`config.mk`:
```
export PLATFORM = sky130hd
export DESIGN_NAME = frame_rr_arbiter_flat
export DESIGN_NICKNAME = d
export VERILOG_FILES = /design/src/rtl/frame_rr_arbiter_if.sv /design/src/rtl/frame_rr_arbiter.sv /design/src/flat_wrapper.sv
export SDC_FILE = /design/constraint.sdc
export NUM_CORES = 1
export LEC_CHECK = 0
export BUFFER_PORTS_ARGS = -buffer_cell sky130_fd_sc_hd__buf_2
export CORE_ASPECT_RATIO = 0.7
export CORE_UTILIZATION = 40
export CTS_CLUSTER_SIZE = 12
export DETAILED_ROUTE_END_ITERATION = 8
export PLACE_DENSITY = 0.85
export SYNTH_ARGS = -nofsm -noshare
export SYNTH_HDL_FRONTEND = slang
export SYNTH_SLANG_ARGS = --single-unit
```
`constraint.sdc`:
```
create_clock -name i_clk -period 2.2 [get_ports i_clk]
set_input_delay 0.11 -clock i_clk [delete_from_list [all_inputs] [get_ports i_clk]]
set_output_delay 0.11 -clock i_clk [all_outputs]
set_load 0.02 [all_outputs]
```
`src/rtl/frame_rr_arbiter_if.sv`:
```
// Ingress-port and memory-write bundle for frame_rr_arbiter.
// master: the port RX logic / memory side that drives the i_* signals.
// slave: the arbiter itself.
interface frame_rr_arbiter_if;
  localparam int unsigned NPORTS = 3;
  localparam int unsigned DW     = 32;
  localparam int unsigned IW     = 2;
  localparam int unsigned XW     = 2;
  localparam int unsigned PW     = 2;

  // ingress side
  logic [NPORTS-1:0] i_valid;
  logic [DW-1:0]     i_data_port1;
  logic [DW-1:0]     i_data_port2;
  logic [DW-1:0]     i_data_port3;
  logic [IW-1:0]     i_info_port1;
  logic [IW-1:0]     i_info_port2;
  logic [IW-1:0]     i_info_port3;
  logic [XW-1:0]     i_extra_byte1;
  logic [XW-1:0]     i_extra_byte2;
  logic [XW-1:0]     i_extra_byte3;
  logic              i_mem_ready;
  logic [NPORTS-1:0] o_ready;

  // memory side
  logic [DW-1:0]     o_data;
  logic [PW-1:0]     o_port_num;
  logic              o_en_mem;
  logic [IW-1:0]     o_info_port;
  logic [XW-1:0]     o_extra_byte;

  // status
  logic              o_busy;
  logic [NPORTS-1:0] o_orphan;
  logic              o_abort;

  modport master (
    output i_valid, i_data_port1, i_data_port2, i_data_port3,
           i_info_port1, i_info_port2, i_info_port3,
           i_extra_byte1, i_extra_byte2, i_extra_byte3, i_mem_ready,
    input  o_ready, o_data, o_port_num, o_en_mem, o_info_port,
           o_extra_byte, o_busy, o_orphan, o_abort
  );

  modport slave (
    input  i_valid, i_data_port1, i_data_port2, i_data_port3,
           i_info_port1, i_info_port2, i_info_port3,
           i_extra_byte1, i_extra_byte2, i_extra_byte3, i_mem_ready,
    output o_ready, o_data, o_port_num, o_en_mem, o_info_port,
           o_extra_byte, o_busy, o_orphan, o_abort
  );
endinterface

```
`src/rtl/frame_rr_arbiter.sv`:
```
// Frame-granular round-robin arbiter: three ingress ports share one
// packet-memory write port; a grant is held from start-of-frame to
// end-of-frame so frames never interleave in memory.
// Optional feature macro: FRAME_TIMEOUT_EN -- aborts a granted frame whose
// source stops presenting words for pTIMEOUT ready cycles.
module frame_rr_arbiter #(
  parameter int unsigned pPORT_WIDTH = 3
`ifdef FRAME_TIMEOUT_EN
  , parameter int unsigned pTIMEOUT  = 64
`endif
) (
  input  logic              i_clk,
  input  logic              i_reset,
  frame_rr_arbiter_if.slave bus
);
  localparam int unsigned NPORTS = pPORT_WIDTH;
  localparam int unsigned DW     = 32;
  localparam int unsigned IW     = 2;
  localparam int unsigned XW     = 2;
  localparam int unsigned PW     = 2;
`ifdef FRAME_TIMEOUT_EN
  localparam int unsigned CW     = $clog2(pTIMEOUT + 1);
`endif

  typedef enum logic {
    S_IDLE   = 1'b0,
    S_LOCKED = 1'b1
  } state_t;

  typedef struct packed {
    logic [DW-1:0] data;
    logic [IW-1:0] info;
    logic [XW-1:0] xb;
  } word_t;

  state_t            state, state_next;
  logic [PW-1:0]     grant, grant_next;
  logic [PW-1:0]     last_grant, last_next;
  logic [PW-1:0]     pick;
  word_t             in_word [NPORTS];
  word_t             sel_word;
  logic              sel_valid;
  logic [NPORTS-1:0] start_bits;
  logic [NPORTS-1:0] cand;
  logic [NPORTS-1:0] ready_c;

  word_t             out_word, out_word_next;
  logic [PW-1:0]     port_q, port_next;
  logic              en_q, en_next;
  logic [NPORTS-1:0] orphan_q, orphan_next;
`ifdef FRAME_TIMEOUT_EN
  logic [CW-1:0]     cnt, cnt_next;
  logic              abort_q, abort_next;
`endif

  // Gather per-port words and select the granted port's word.
  always_comb begin
    in_word[0] = {bus.i_data_port1, bus.i_info_port1, bus.i_extra_byte1};
    in_word[1] = {bus.i_data_port2, bus.i_info_port2, bus.i_extra_byte2};
    in_word[2] = {bus.i_data_port3, bus.i_info_port3, bus.i_extra_byte3};
    start_bits = {in_word[2].info[0], in_word[1].info[0], in_word[0].info[0]};
    cand       = bus.i_valid & start_bits;
    case (grant)
      2'd1:    sel_word = in_word[1];
      2'd2:    sel_word = in_word[2];
      default: sel_word = in_word[0];
    endcase
    sel_valid = bus.i_valid[grant];
  end

  // Round-robin pick among start-word candidates, beginning after last_grant.
  always_comb begin
    pick = '0;
    case (last_grant)
      2'd0: begin
        if (cand[1])      pick = 2'd1;
        else if (cand[2]) pick = 2'd2;
        else              pick = 2'd0;
      end
      2'd1: begin
        if (cand[2])      pick = 2'd2;
        else if (cand[0]) pick = 2'd0;
        else              pick = 2'd1;
      end
      default: begin
        if (cand[0])      pick = 2'd0;
        else if (cand[1]) pick = 2'd1;
        else              pick = 2'd2;
      end
    endcase
  end

  // Next-state, ready and next-output logic.
  always_comb begin
    state_next    = state;
    grant_next    = grant;
    last_next     = last_grant;
    out_word_next = out_word;
    port_next     = port_q;
    en_next       = 1'b0;
    orphan_next   = '0;
    ready_c       = '0;
`ifdef FRAME_TIMEOUT_EN
    cnt_next      = cnt;
    abort_next    = 1'b0;
`endif
    case (state)
      S_IDLE: begin
        // Non-start words cannot begin a frame: flush them regardless of memory.
        ready_c     = bus.i_valid & ~start_bits;
        orphan_next = ready_c;
        if (|cand) begin
          grant_next = pick;
          last_next  = pick;
          state_next = S_LOCKED;
`ifdef FRAME_TIMEOUT_EN
          cnt_next   = '0;
`endif
        end
      end
      S_LOCKED: begin
        ready_c = {{(NPORTS-1){1'b0}}, bus.i_mem_ready} << grant;
        if (sel_valid && bus.i_mem_ready) begin
          out_word_next = sel_word;
          port_next     = grant;
          en_next       = 1'b1;
`ifdef FRAME_TIMEOUT_EN
          cnt_next      = '0;
`endif
          if (sel_word.info[1]) state_next = S_IDLE;
        end
`ifdef FRAME_TIMEOUT_EN
        else if (bus.i_mem_ready) begin
          // Memory is ready but the source is silent: count toward abort.
          if (cnt == CW'(pTIMEOUT - 1)) begin
            abort_next = 1'b1;
            port_next  = grant;
            state_next = S_IDLE;
            cnt_next   = '0;
          end else begin
            cnt_next = cnt + CW'(1);
          end
        end
`endif
      end
      default: state_next = S_IDLE;
    endcase
  end

  // State and output registers.
  always_ff @(posedge i_clk) begin
    if (i_reset) begin
      state      <= S_IDLE;
      grant      <= '0;
      last_grant <= PW'(NPORTS - 1);
      out_word   <= '0;
      port_q     <= '0;
      en_q       <= 1'b0;
      orphan_q   <= '0;
`ifdef FRAME_TIMEOUT_EN
      cnt        <= '0;
      abort_q    <= 1'b0;
`endif
    end else begin
      state      <= state_next;
      grant      <= grant_next;
      last_grant <= last_next;
      out_word   <= out_word_next;
      port_q     <= port_next;
      en_q       <= en_next;
      orphan_q   <= orphan_next;
`ifdef FRAME_TIMEOUT_EN
      cnt        <= cnt_next;
      abort_q    <= abort_next;
`endif
    end
  end

  assign bus.o_ready      = ready_c;
  assign bus.o_data       = out_word.data;
  assign bus.o_info_port  = out_word.info;
  assign bus.o_extra_byte = out_word.xb;
  assign bus.o_port_num   = port_q;
  assign bus.o_en_mem     = en_q;
  assign bus.o_orphan     = orphan_q;
  assign bus.o_busy       = (state == S_LOCKED);
`ifdef FRAME_TIMEOUT_EN
  assign bus.o_abort      = abort_q;
`else
  assign bus.o_abort      = 1'b0;
`endif

endmodule
```
`src/flat_wrapper.sv`:
```
// flat-port wrapper written by rule: the top's interface ports become plain ports
module frame_rr_arbiter_flat 
#(
  parameter int unsigned pPORT_WIDTH = 3

)
  (i_clk, i_reset, bus_i_valid, bus_i_data_port1, bus_i_data_port2, bus_i_data_port3, bus_i_info_port1, bus_i_info_port2, bus_i_info_port3, bus_i_extra_byte1, bus_i_extra_byte2, bus_i_extra_byte3, bus_i_mem_ready, bus_o_ready, bus_o_data, bus_o_port_num, bus_o_en_mem, bus_o_info_port, bus_o_extra_byte, bus_o_busy, bus_o_orphan, bus_o_abort);
  frame_rr_arbiter_if bus_i ();
  input  logic i_clk;
  input  logic i_reset;
  input wire logic [$bits(bus_i.i_valid)-1:0] bus_i_valid;
  input wire logic [$bits(bus_i.i_data_port1)-1:0] bus_i_data_port1;
  input wire logic [$bits(bus_i.i_data_port2)-1:0] bus_i_data_port2;
  input wire logic [$bits(bus_i.i_data_port3)-1:0] bus_i_data_port3;
  input wire logic [$bits(bus_i.i_info_port1)-1:0] bus_i_info_port1;
  input wire logic [$bits(bus_i.i_info_port2)-1:0] bus_i_info_port2;
  input wire logic [$bits(bus_i.i_info_port3)-1:0] bus_i_info_port3;
  input wire logic [$bits(bus_i.i_extra_byte1)-1:0] bus_i_extra_byte1;
  input wire logic [$bits(bus_i.i_extra_byte2)-1:0] bus_i_extra_byte2;
  input wire logic [$bits(bus_i.i_extra_byte3)-1:0] bus_i_extra_byte3;
  input wire logic [$bits(bus_i.i_mem_ready)-1:0] bus_i_mem_ready;
  output wire logic [$bits(bus_i.o_ready)-1:0] bus_o_ready;
  output wire logic [$bits(bus_i.o_data)-1:0] bus_o_data;
  output wire logic [$bits(bus_i.o_port_num)-1:0] bus_o_port_num;
  output wire logic [$bits(bus_i.o_en_mem)-1:0] bus_o_en_mem;
  output wire logic [$bits(bus_i.o_info_port)-1:0] bus_o_info_port;
  output wire logic [$bits(bus_i.o_extra_byte)-1:0] bus_o_extra_byte;
  output wire logic [$bits(bus_i.o_busy)-1:0] bus_o_busy;
  output wire logic [$bits(bus_i.o_orphan)-1:0] bus_o_orphan;
  output wire logic [$bits(bus_i.o_abort)-1:0] bus_o_abort;
  assign bus_i.i_valid = bus_i_valid;
  assign bus_i.i_data_port1 = bus_i_data_port1;
  assign bus_i.i_data_port2 = bus_i_data_port2;
  assign bus_i.i_data_port3 = bus_i_data_port3;
  assign bus_i.i_info_port1 = bus_i_info_port1;
  assign bus_i.i_info_port2 = bus_i_info_port2;
  assign bus_i.i_info_port3 = bus_i_info_port3;
  assign bus_i.i_extra_byte1 = bus_i_extra_byte1;
  assign bus_i.i_extra_byte2 = bus_i_extra_byte2;
  assign bus_i.i_extra_byte3 = bus_i_extra_byte3;
  assign bus_i.i_mem_ready = bus_i_mem_ready;
  assign bus_o_ready = bus_i.o_ready;
  assign bus_o_data = bus_i.o_data;
  assign bus_o_port_num = bus_i.o_port_num;
  assign bus_o_en_mem = bus_i.o_en_mem;
  assign bus_o_info_port = bus_i.o_info_port;
  assign bus_o_extra_byte = bus_i.o_extra_byte;
  assign bus_o_busy = bus_i.o_busy;
  assign bus_o_orphan = bus_i.o_orphan;
  assign bus_o_abort = bus_i.o_abort;
  frame_rr_arbiter #(.pPORT_WIDTH(pPORT_WIDTH)) u_core (.i_clk(i_clk), .i_reset(i_reset), .bus(bus_i));
endmodule
```
==> impl_metrics.csv <==
group,metric,value,unit
finish,syn2layout_area_growth,33.7,%
global_route,grt_max_degree,53,
placement,dp_hpwl,5770,um
clock_network,insertion_delay,0.28,ns
finish,fin_cells,538,
min_path,worstHoldStart,"bus_i_valid[2]",
worst_setup_path,rr_startpoint,"u_core.last_grant[0]",
worst_setup_path,critPathTopFamily,"adder cells",
yosys,ys_seq_area_share,33.7,%
floorplan,initial_utilization,42.6,%
power_and_ir_drop,vdd_ir_drop_max,0.000258,V
sta,post-route-min-period,1.97,ns
clock_network,cts.sinks,46,
clock_network,path_clk_slew,0.08,ns
routing,drcViolationCount,0,
placement,place.gp.congestion,0.859,
worst_setup_path,crit_type,"reg2reg",
floorplan,die_area,0.00718,sq mm
power_and_ir_drop,p_leak,1.83,nW
finish,final_cell_area,0.00366,sq mm
floorplan,rows,24,
clock_network,ctsLongestPathBuffers,2,
routing,wl_per_cell,14.3,um
finish,layout-drive-gt1-share,45.9,%
worst_setup_path,path_cells,"inv_1 > ha_2 > buf_12 > nor2b_1 > nor3_1 > mux2_2",
yosys,synth_edf_count,0,
routing,vias,2763,
clock_network,hold_buffers,0,
worst_setup_path,r2r-end,"u_core.bus.o_data[23]",
sta,finalMaxSlewViolations,0,
yosys,synth_cells,306,
routing,first_pass_iters,4,
sta,worst_pin_slew,0.788,ns
power_and_ir_drop,power.total,0.00218,W
placement,place.port_buffers,159,
finish,nets,564,
yosys,synth.avg_cell_area,8.94,sq um
min_path,worstHoldPathType,"in2reg",
min_path,holdPathStages,3,
finish,final.fill_count,614,
floorplan,fp.dieW,101,um
yosys,ys_seq_elements,46,
finish,seqCellArea,922,sq um
finish,antennaDiodeCount,0,
yosys,synth_nets,422,
min_path,holdPathEnd,"u_core.bus.o_orphan[2]",
global_route,grt_pass1_vias,2816,
yosys,ys_top_cells_by_count,"nor2b_1 (55), dfxtp_1 (46), nor3_1 (30), a221oi_1 (27), mux2_2 (26)",
floorplan,die-height,71.2,um
yosys,synth_area_leaders,"dfxtp_1 (34%), nor2b_1 (13%), mux2_2 (11%), a221oi_1 (8.6%), nor3_1 (5.5%)",
global_route,antenna_found_initial,0,
worst_setup_path,worstPathRequired,2.38,ns
routing,dr.first_iter.drc_count,74,
run,cap_violations,0,
sta,finalSetupTns,0,ns
power_and_ir_drop,powerDensity,596,mW/mm^2
worst_setup_path,crit_slowest_cell,"ha_2",
worst_setup_path,crit_fanout,52,
placement,dp_cells,532,
worst_setup_path,worstSetupEndpointType,"flop",
floorplan,boundaryPins,161,
routing,avgViaCountPerCell,5.14,
worst_setup_path,crit_arrival,2.15,ns
routing,wl,7690,um
clock_network,root_buffer,"clkbuf_8",
yosys,syn-cell-area,0.00274,sq mm
placement,postPlaceCellArea,0.00357,sq mm
sta,relSlewSlack,47.5,%
worst_setup_path,reg2reg_slack,0.23,ns
sta,setup_viol,0,
worst_setup_path,path_buf_inv,2,
global_route,grt-ovfl-total,0,
clock_network,cts-resized-gates,0,
clock_network,cts_setup_buffers,0,
worst_setup_path,reg2reg_depth,6,
sta,fin_crit_sh,89.6,%
yosys,yosysMostFrequentCell,"nor2b_1",
floorplan,coreArea,0.00643,sq mm
global_route,grt_usage,21.7,%
worst_setup_path,max_stage_delay,0.55,ns
yosys,yosys_warnings,0,
global_route,grt_pass1_wl,12300,um
routing,drtAntennaViolNets,0,
sta,skew,0.00888,ns
sta,rsz0062_at_grt,"false",
clock_network,cts_tree,"yes",
worst_setup_path,startpoint_type,"flop",
clock_network,h-tree-depth,2,
sta,finalHoldViolCount,0,
finish,multi_input_area,0.00165,sq mm
yosys,synth_top_area_share,33.7,%
yosys,synth_top_area_cell,"dfxtp_1",
sta,timing.fmax,0.507,GHz
clock_network,cts_made_buffers,5,
yosys,ys.flop_type,"dfxtp_1",
finish,final_core_util,57.0,%
yosys,synthArstFlopShare,0,%
run_status,status,"complete, no violations",
yosys,post_synth_num_cell_types,38,
registers in the layout, summed over array words and instances, names as in the netlist:
name and cells:
u_core.grant 1, u_core.bus.o_extra_byte 2, u_core.bus.o_data 32, u_core.bus.o_info_port 2
u_core.bus.o_orphan 3, u_core.bus.o_en_mem 1, u_core.bus.o_port_num 2, u_core.bus.o_busy 1
u_core.last_grant 2
cell usage in the layout (no fill, tap or decap), types with 2 or more instances in the layout:
| cell type | count |
|---|---|
| a21oi_1 | 3 |
| buf_2 | 159 |
| clkbuf_8 | 6 |
| nor2b_1 | 55 |
| a221oi_1 | 26 |
| and3b_1 | 2 |
| inv_1 | 5 |
| nor3_1 | 30 |
| nand2_1 | 15 |
| o22ai_1 | 2 |
| mux2_2 | 26 |
| o21ai_0 | 2 |
| nand3_1 | 10 |
| mux2i_1 | 10 |
| nand2b_1 | 13 |
| buf_4 | 7 |
| a221o_1 | 9 |
| dfxtp_1 | 45 |
worst min-delay path, delay by kind of cell:
kind                   cells  cell delay, ns
and+or+nand+nor            2            0.14
buffers and inverters      1            0.13
cell type report:
type                    instances  share of cell area [%]
flip-flops and latches         46                    25.2
well taps                      91                    3.11
repair buffers                167                    23.7
multi-input cells             223                    45.2
inverters                       5                   0.513
clock buffers                   6                    2.26
report_power, final:
group          switching [W]  internal (W)  total, W
combinational       0.000412      0.000359  0.000771
sequential         0.0000266      0.000883  0.000909
clock               0.000257      0.000243  0.000500
total               0.000695       0.00148   0.00218
worst max-delay path by stage:
| stage | depth (start not counted) | endpoint | start | slack [ns] |
|---|---|---|---|---|
| 6_report | 6 | u_core.bus.o_data[23] | u_core.last_grant[0] | 0.23 |
| 5_1_grt | 6 | u_core.bus.o_data[23] | u_core.last_grant[0] | 0.10 |
| 4_1_cts | 6 | u_core.bus.o_data[23] | u_core.last_grant[0] | 0.14 |
| 3_5_place_dp | 6 | u_core.bus.o_data[23] | u_core.last_grant[0] | 0.16 |
| 3_3_place_gp | 6 | u_core.bus.o_data[22] | u_core.last_grant[0] | 0.31 |
| 2_1_floorplan | 7 | u_core.bus.o_data[14] | u_core.last_grant[0] | 0.40 |
cell families (layout without fill, tap and decap cells):
group	after synthesis	count (layout)	share of synthesized area [%]
other	1	1	0.137
DFF	46	46	33.7
and+or+nand+nor	128	128	26.2
AOI/OAI and AO/OA	54	54	17.6
adders and majority gates	2	2	0.914
muxes	38	38	15.3
buffers and inverters	37	178	6.22
metal layers:
| layer | global-route usage, % | part of all wire [%] | up-vias | wire length [um] |
|---|---|---|---|---|
| met2 | 41.8 | 49 | 107 | 3790 |
| met1 | 23.2 | 43 | 1259 | 3290 |
| met4 | 4.99 | 0.74 | 0 | 57 |
| met3 | 6.32 | 7.1 | 6 | 549 |
| li1 | - | - | 1391 | - |
| met5 | 0 | 0 | - | 0 |
stage by stage:
step	hold slack [ns]	worst slack [ns]
floorplan	0.260	0.401
global placement	0.432	0.314
detailed placement	0.432	0.164
CTS	0.116	0.141
global route	0.122	0.103
finish	0.125	0.228
Note: power is estimated with default switching activity, not from simulation.
